$ cat config.mk
export PLATFORM = sky130hd
export DESIGN_NAME = addsub_serial_nbit
export DESIGN_NICKNAME = d
export VERILOG_FILES = /design/src/rtl/addsub_pkg.sv /design/src/rtl/addsub_digit.sv /design/src/rtl/addsub_serial_nbit.sv
export SDC_FILE = /design/constraint.sdc
export NUM_CORES = 1
export LEC_CHECK = 0
export CAP_MARGIN = 20
export CELL_PAD_IN_SITES_DETAIL_PLACEMENT = 1
export CELL_PAD_IN_SITES_GLOBAL_PLACEMENT = 2
export CORE_MARGIN = 8
export CORE_UTILIZATION = 32
export CTS_CLUSTER_DIAMETER = 150
export DETAILED_ROUTE_END_ITERATION = 8
export PLACE_DENSITY = 0.91
export SLEW_MARGIN = 20
export SYNTH_ARGS = -nofsm -noshare
export SYNTH_HDL_FRONTEND = slang
export SYNTH_SLANG_ARGS = --single-unit
$ cat constraint.sdc
create_clock -name clk -period 2.8 [get_ports clk]
set_input_delay 0.56 -clock clk [delete_from_list [all_inputs] [get_ports clk]]
set_output_delay 0.56 -clock clk [all_outputs]
set_load 0.03 [all_outputs]
$ cat src/rtl/addsub_pkg.sv
// -----------------------------------------------------------------------------
// addsub_pkg
// Shared types and elaboration-time helpers for the digit-serial
// adder/subtractor (addsub_serial_nbit).
//   state_t   : controller states S_IDLE / S_RUN / S_DONE
//   ndig()    : number of RUN cycles, WIDTH / DIGIT
//   cnt_w()   : digit counter width, $clog2(NDIG) but never below 1
//   width_ok(): legality of the WIDTH / DIGIT pair
// -----------------------------------------------------------------------------
package addsub_pkg;

    typedef enum logic [1:0] {
        S_IDLE = 2'd0,
        S_RUN  = 2'd1,
        S_DONE = 2'd2
    } state_t;

    function automatic int ndig(input int width, input int digit);
        return width / digit;
    endfunction

    function automatic int cnt_w(input int n);
        return (n > 1) ? $clog2(n) : 1;
    endfunction

    function automatic bit width_ok(input int width, input int digit);
        return (width >= 2) && (digit >= 1) && (digit <= width) &&
               ((width % digit) == 0);
    endfunction

endpackage

$ cat src/rtl/addsub_digit.sv
// -----------------------------------------------------------------------------
// addsub_digit
// Combinational DIGIT-bit ripple slice of the serial adder/subtractor.
// For subtraction b_d is inverted here; the +1 comes in through cin.
// Ports:
//   a_d, b_d  : operand slices
//   cin       : carry into the slice LSB
//   sub       : 1 = invert b_d (subtract), 0 = add
//   s_d       : slice sum
//   cout      : carry out of the slice MSB
//   c_msb_in  : carry into the slice MSB (feeds signed-overflow detection)
// -----------------------------------------------------------------------------
module addsub_digit #(
    parameter int DIGIT = 2
) (
    input  logic [DIGIT-1:0] a_d,
    input  logic [DIGIT-1:0] b_d,
    input  logic             cin,
    input  logic             sub,
    output logic [DIGIT-1:0] s_d,
    output logic             cout,
    output logic             c_msb_in
);

    logic [DIGIT:0]   c_s;
    logic [DIGIT-1:0] bx_s;

    // Ripple the carry through the slice, bit by bit.
    always_comb begin
        bx_s   = b_d ^ {DIGIT{sub}};
        c_s    = {(DIGIT+1){1'b0}};
        s_d    = {DIGIT{1'b0}};
        c_s[0] = cin;
        for (int i = 0; i < DIGIT; i++) begin
            s_d[i]   = a_d[i] ^ bx_s[i] ^ c_s[i];
            c_s[i+1] = (a_d[i] & bx_s[i]) | (c_s[i] & (a_d[i] ^ bx_s[i]));
        end
        cout     = c_s[DIGIT];
        c_msb_in = c_s[DIGIT-1];
    end

endmodule

$ cat src/rtl/addsub_serial_nbit.sv
// -----------------------------------------------------------------------------
// addsub_serial_nbit
// Digit-serial WIDTH-bit unsigned adder/subtractor, DIGIT bits per clock,
// LSB first, with a start/done handshake. Results and flags are registered
// and held until the next completed operation.
// Optional feature macro: ADDSUB_SATURATE_EN -- clamp sum_diff on carry
// (all-ones) for add or borrow (all-zeros) for sub; flags stay raw.
// Ports:
//   clk, rst          : clock, synchronous active-high reset
//   start             : request, honoured only in IDLE or DONE
//   sel_add1_sub0     : 1 = a+b, 0 = a-b (latched with the operands)
//   a, b              : operands (latched on accepted start)
//   busy              : high while digits are being processed
//   done              : one-cycle pulse, result valid
//   sum_diff          : result
//   carry_borrow_out  : carry (add) or borrow (sub)
//   overflow          : two's-complement signed overflow
// -----------------------------------------------------------------------------
module addsub_serial_nbit
    import addsub_pkg::*;
#(
    parameter int WIDTH = 8,
    parameter int DIGIT = 2
) (
    input  logic             clk,
    input  logic             rst,
    input  logic             start,
    input  logic             sel_add1_sub0,
    input  logic [WIDTH-1:0] a,
    input  logic [WIDTH-1:0] b,
    output logic             busy,
    output logic             done,
    output logic [WIDTH-1:0] sum_diff,
    output logic             carry_borrow_out,
    output logic             overflow
);

    localparam int NDIG  = ndig(WIDTH, DIGIT);
    localparam int CNT_W = cnt_w(NDIG);
    localparam logic [CNT_W-1:0] LAST_CNT = CNT_W'(NDIG - 1);

    if (!width_ok(WIDTH, DIGIT)) begin : g_param_check
        $error("addsub_serial_nbit: WIDTH must be >= 2 and a multiple of DIGIT");
    end

    state_t             state_r;
    logic [CNT_W-1:0]   cnt_r;
    logic [WIDTH-1:0]   a_r;
    logic [WIDTH-1:0]   b_r;
    logic [WIDTH-1:0]   res_r;
    logic               carry_r;
    logic               add_r;

    logic [DIGIT-1:0]       s_d_s;
    logic                   cout_s;
    logic                   c_msb_s;
    logic [WIDTH+DIGIT-1:0] res_wide_s;
    logic [WIDTH-1:0]       res_next_s;
    logic [WIDTH-1:0]       final_res_s;

    // Operand registers shift right each RUN cycle, so the active slice is
    // always the bottom DIGIT bits.
    addsub_digit #(.DIGIT(DIGIT)) u_digit (
        .a_d      (a_r[DIGIT-1:0]),
        .b_d      (b_r[DIGIT-1:0]),
        .cin      (carry_r),
        .sub      (~add_r),
        .s_d      (s_d_s),
        .cout     (cout_s),
        .c_msb_in (c_msb_s)
    );

    // New slice enters at the top; after NDIG shifts the result is aligned.
    // The wide concatenation keeps the slice legal even when DIGIT == WIDTH.
    always_comb begin
        res_wide_s = {s_d_s, res_r};
        res_next_s = res_wide_s[WIDTH+DIGIT-1:DIGIT];
    end

    // Final result selection (optional clamp on unsigned out-of-range).
    always_comb begin
        final_res_s = res_next_s;
`ifdef ADDSUB_SATURATE_EN
        if (add_r && cout_s) begin
            final_res_s = {WIDTH{1'b1}};
        end else if (!add_r && !cout_s) begin
            final_res_s = {WIDTH{1'b0}};
        end else begin
            final_res_s = res_next_s;
        end
`endif
    end

    // Controller FSM, datapath registers and registered outputs.
    always_ff @(posedge clk) begin
        if (rst) begin
            state_r          <= S_IDLE;
            cnt_r            <= {CNT_W{1'b0}};
            a_r              <= {WIDTH{1'b0}};
            b_r              <= {WIDTH{1'b0}};
            res_r            <= {WIDTH{1'b0}};
            carry_r          <= 1'b0;
            add_r            <= 1'b0;
            busy             <= 1'b0;
            done             <= 1'b0;
            sum_diff         <= {WIDTH{1'b0}};
            carry_borrow_out <= 1'b0;
            overflow         <= 1'b0;
        end else begin
            case (state_r)
                S_IDLE, S_DONE: begin
                    done <= 1'b0;
                    if (start) begin
                        a_r     <= a;
                        b_r     <= b;
                        add_r   <= sel_add1_sub0;
                        carry_r <= ~sel_add1_sub0;   // +1 of a + ~b + 1
                        cnt_r   <= {CNT_W{1'b0}};
                        state_r <= S_RUN;
                        busy    <= 1'b1;
                    end else begin
                        state_r <= S_IDLE;
                        busy    <= 1'b0;
                    end
                end
                S_RUN: begin
                    a_r     <= a_r >> DIGIT;
                    b_r     <= b_r >> DIGIT;
                    res_r   <= res_next_s;
                    carry_r <= cout_s;
                    cnt_r   <= cnt_r + {{(CNT_W-1){1'b0}}, 1'b1};
                    if (cnt_r == LAST_CNT) begin
                        state_r          <= S_DONE;
                        busy             <= 1'b0;
                        done             <= 1'b1;
                        sum_diff         <= final_res_s;
                        carry_borrow_out <= add_r ? cout_s : ~cout_s;
                        overflow         <= c_msb_s ^ cout_s;
                    end else begin
                        state_r <= S_RUN;
                        busy    <= 1'b1;
                        done    <= 1'b0;
                    end
                end
                default: begin
                    state_r <= S_IDLE;
                    busy    <= 1'b0;
                    done    <= 1'b0;
                end
            endcase
        end
    end

endmodule

==> results.json <==
{
  "synth_compound_area_frac": 0.178,
  "critPathRequiredTime_ns": 2.24,
  "synth_common_cells": "57 x nand2_1, 39 x dfxtp_1, 21 x a21oi_1",
  "power_density_nw_per_um2": 566,
  "postSynth.asyncResetShare": 0,
  "io-pin-count": 32,
  "crit_path_max_fanout": 7,
  "cpLargestDelayFamily": "buffers and inverters",
  "r2r_slack_ns": 1.01,
  "cts_root_buf": "clkbuf_8",
  "syn_nets": 212,
  "path_cells": "clkdlybuf4s50_1",
  "arrival_ns": 1.45,
  "numCtsBuffers": 5,
  "portBuffers": 31,
  "insertedDiodeCount": 0,
  "wl_mm": 3.54,
  "synth_top_family_by_area": "simple AND/OR/NAND/NOR gates",
  "hold_end": "sum_diff[1]$_SDFFE_PP0P_",
  "cts.path.max_buffers": 2,
  "reg2reg_depth": 7,
  "min_path_type": "reg -> reg",
  "rsz0062_at_grt": "no",
  "die_y_um": 86.9,
  "worstHoldStart": "sum_diff[1]$_SDFFE_PP0P_",
  "cts_tree": "done",
  "cp_num_buf_inv": 1,
  "postCtsHoldBufs": 0,
  "ctsResizeCount": 0,
  "ant_nets": 0,
  "place_congestion": 0.703,
  "worstSetupEndpointType": "output port",
  "synth-xor-area-share": 0.0218,
  "wire_per_inst_um": 12.3,
  "yosys.area_share.simple": 0.226,
  "core_um2": 4980,
  "antenna_found_initial": 0,
  "fin_util": 0.411,
  "cp_slowest_stage_delay_ns": 0.72,
  "synth_area_leaders": "dfxtp_1 49%, nand2_1 13%, a21oi_1 6.5%",
  "power_mw": 1.16,
  "synth.area.mux_share": 0,
  "synthCells": 189,
  "cap_violations": 0,
  "critPathKind": "reg -> out",
  "grt_overflow_total": 0,
  "clock_latency_ns": 0.29,
  "setup_violations": 0,
  "synth_cell_types": 23,
  "fill_cells": 602,
  "grt_max_degree": 40,
  "dp_hpwl_mm": 2.42,
  "start_kind": "register",
  "drcViolationCount": 0,
  "tns_ns": 0,
  "vias": 1327,
  "post-synth-top-count-cell": "nand2_1",
  "synth-adder-area-share": 0.0327,
  "max_slew_margin": 0.576,
  "max-vdd-ir-drop_uv": 264,
  "path_clk_slew_ns": 0.08,
  "synthesis.area_um2": 1610,
  "power_leakage_nw": 0.711,
  "fin_nets": 240,
  "synth_area_per_cell_um2": 8.51,
  "crit_path_top_delay_cell": "clkdlybuf4s50_1",
  "tightest_slew_ns": 0.635,
  "holdPathStages": 2,
  "grt_pass1_vias": 1373,
  "yosys_register_bits": 39,
  "hold_viol": 0,
  "grt_pass1_wl_mm": 6.11,
  "yosysWarningCount": 0,
  "h-tree-depth": 2,
  "die_area_um2": 7550,
  "fmax_mhz": 497,
  "syn_to_final_growth_pct": 27.0,
  "firstDrtPassIters": 4,
  "r2r-start": "add_r$_SDFFE_PP0P_",
  "track_usage": 0.100,
  "yosys_most_used_dff": "dfxtp_1",
  "finalMaxSlewViolations": 0,
  "via_per_inst": 4.61,
  "synth-edff-count": 0,
  "start_util": 0.323,
  "synth_seq_area_share": 0.485,
  "rr_endpoint": "overflow$_SDFFE_PP0P_",
  "row_count": 26,
  "cts_setup_buffers": 0,
  "drive_gt1_frac": 0.0826,
  "yosysTopAreaCell": "dfxtp_1",
  "finalClockSkew_ns": 0.00512,
  "clock_sinks": 39,
  "drt_iter0_markers": 30,
  "status": "finished clean",
  "fin_crit_sh": 0.718,
  "finalCriticalPeriod_ns": 2.01,
  "die_w_um": 86.9,
  "synth_top_area_share": 0.485
}
state kept, by name, indices dropped and copies added, names as in the netlist:
name,cells
done,1
sum_diff,8
b_r,8
carry_r,1
a_r,8
cnt_r,2
res_r,6
state_r,2
carry_borrow_out,1
overflow,1
add_r,1
cells in the final DEF, fill, tap and decap left out:
master / synthesis / routed
buf_4: 4 / 4
o21a_1: 1 / 1
nand2_1: 57 / 57
xor2_1: 1 / 1
clkbuf_8: 0 / 5
dfxtp_1: 39 / 39
nor2_1: 18 / 18
nand3b_1: 1 / 1
nand3_1: 7 / 7
ha_1: 1 / 1
clkinvlp_4: 0 / 2
a311oi_2: 6 / 6
clkinv_2: 0 / 1
fa_1: 2 / 2
inv_1: 2 / 2
nand2b_1: 3 / 3
clkdlybuf4s50_1: 0 / 31
and3b_1: 1 / 1
a311oi_1: 6 / 6
a21oi_1: 21 / 21
nor2b_1: 2 / 2
o22a_1: 1 / 1
a211oi_1: 3 / 3
xnor2_1: 3 / 3
layout make-up:
type | instances | area [µm²] | area share
timing repair buffer | 35 | 340 | 0.167
clock inverter | 3 | 20.0 | 0.00980
sequential | 39 | 781 | 0.382
tap | 70 | 87.6 | 0.0429
multi-input combinational | 134 | 738 | 0.361
inverter | 2 | 7.51 | 0.00367
clock buffer | 5 | 68.8 | 0.0337
cell families (layout without fill, tap and decap cells):
family                   after synthesis  in the layout
XOR/XNOR                               4              4
flip-flops                            39             39
adder cells (fa/ha/maj)                3              3
AO/OA/AOI/OAI                         38             38
buffers and inverters                 16             45
AND/OR/NAND/NOR                       89             89
worst max-delay path by stage:
stage | slack [ns] | start | end | cells after the start
CTS | 0.76 | state_r[0]$_SDFF_PP0_ | busy | 1
finish | 0.79 | state_r[0]$_SDFF_PP0_ | busy | 1
detailed placement | 0.92 | start | b_r[4]$_SDFFE_PP0P_ | 5
global route | 0.72 | state_r[0]$_SDFF_PP0_ | busy | 1
global placement | 0.98 | start | b_r[0]$_SDFFE_PP0P_ | 5
floorplan | 1.16 | add_r$_SDFFE_PP0P_ | carry_borrow_out$_SDFFE_PP0P_ | 6
report_power, final:
part | internal, mW | total [mW] | switching [mW]
clock | 0.173 | 0.375 | 0.201
combinational | 0.0821 | 0.175 | 0.0933
sequential | 0.585 | 0.605 | 0.0203
total | 0.841 | 1.16 | 0.315
per-layer routing:
metal,part of all wire,up-vias,global-route usage
met5,0,-,0
met2,0.45,30,0.166
met3,0.053,4,0.0358
met1,0.49,609,0.117
li1,-,684,-
met4,0.0074,0,0.0329
metrics by stage:
step / hold WS, ns / setup WS, ns / cells / area (µm²)
2_1_floorplan: 0.432 / 1.16 / 189 / 1610
3_3_place_gp: 0.442 / 0.977 / 280 / 1950
3_5_place_dp: 0.447 / 0.921 / 280 / 1950
4_1_cts: 0.459 / 0.756 / 288 / 2040
5_1_grt: 0.473 / 0.718 / 288 / 2040
6_report: 0.455 / 0.789 / 288 / 2040
No activity file was read; power rests on OpenSTA's default activity.
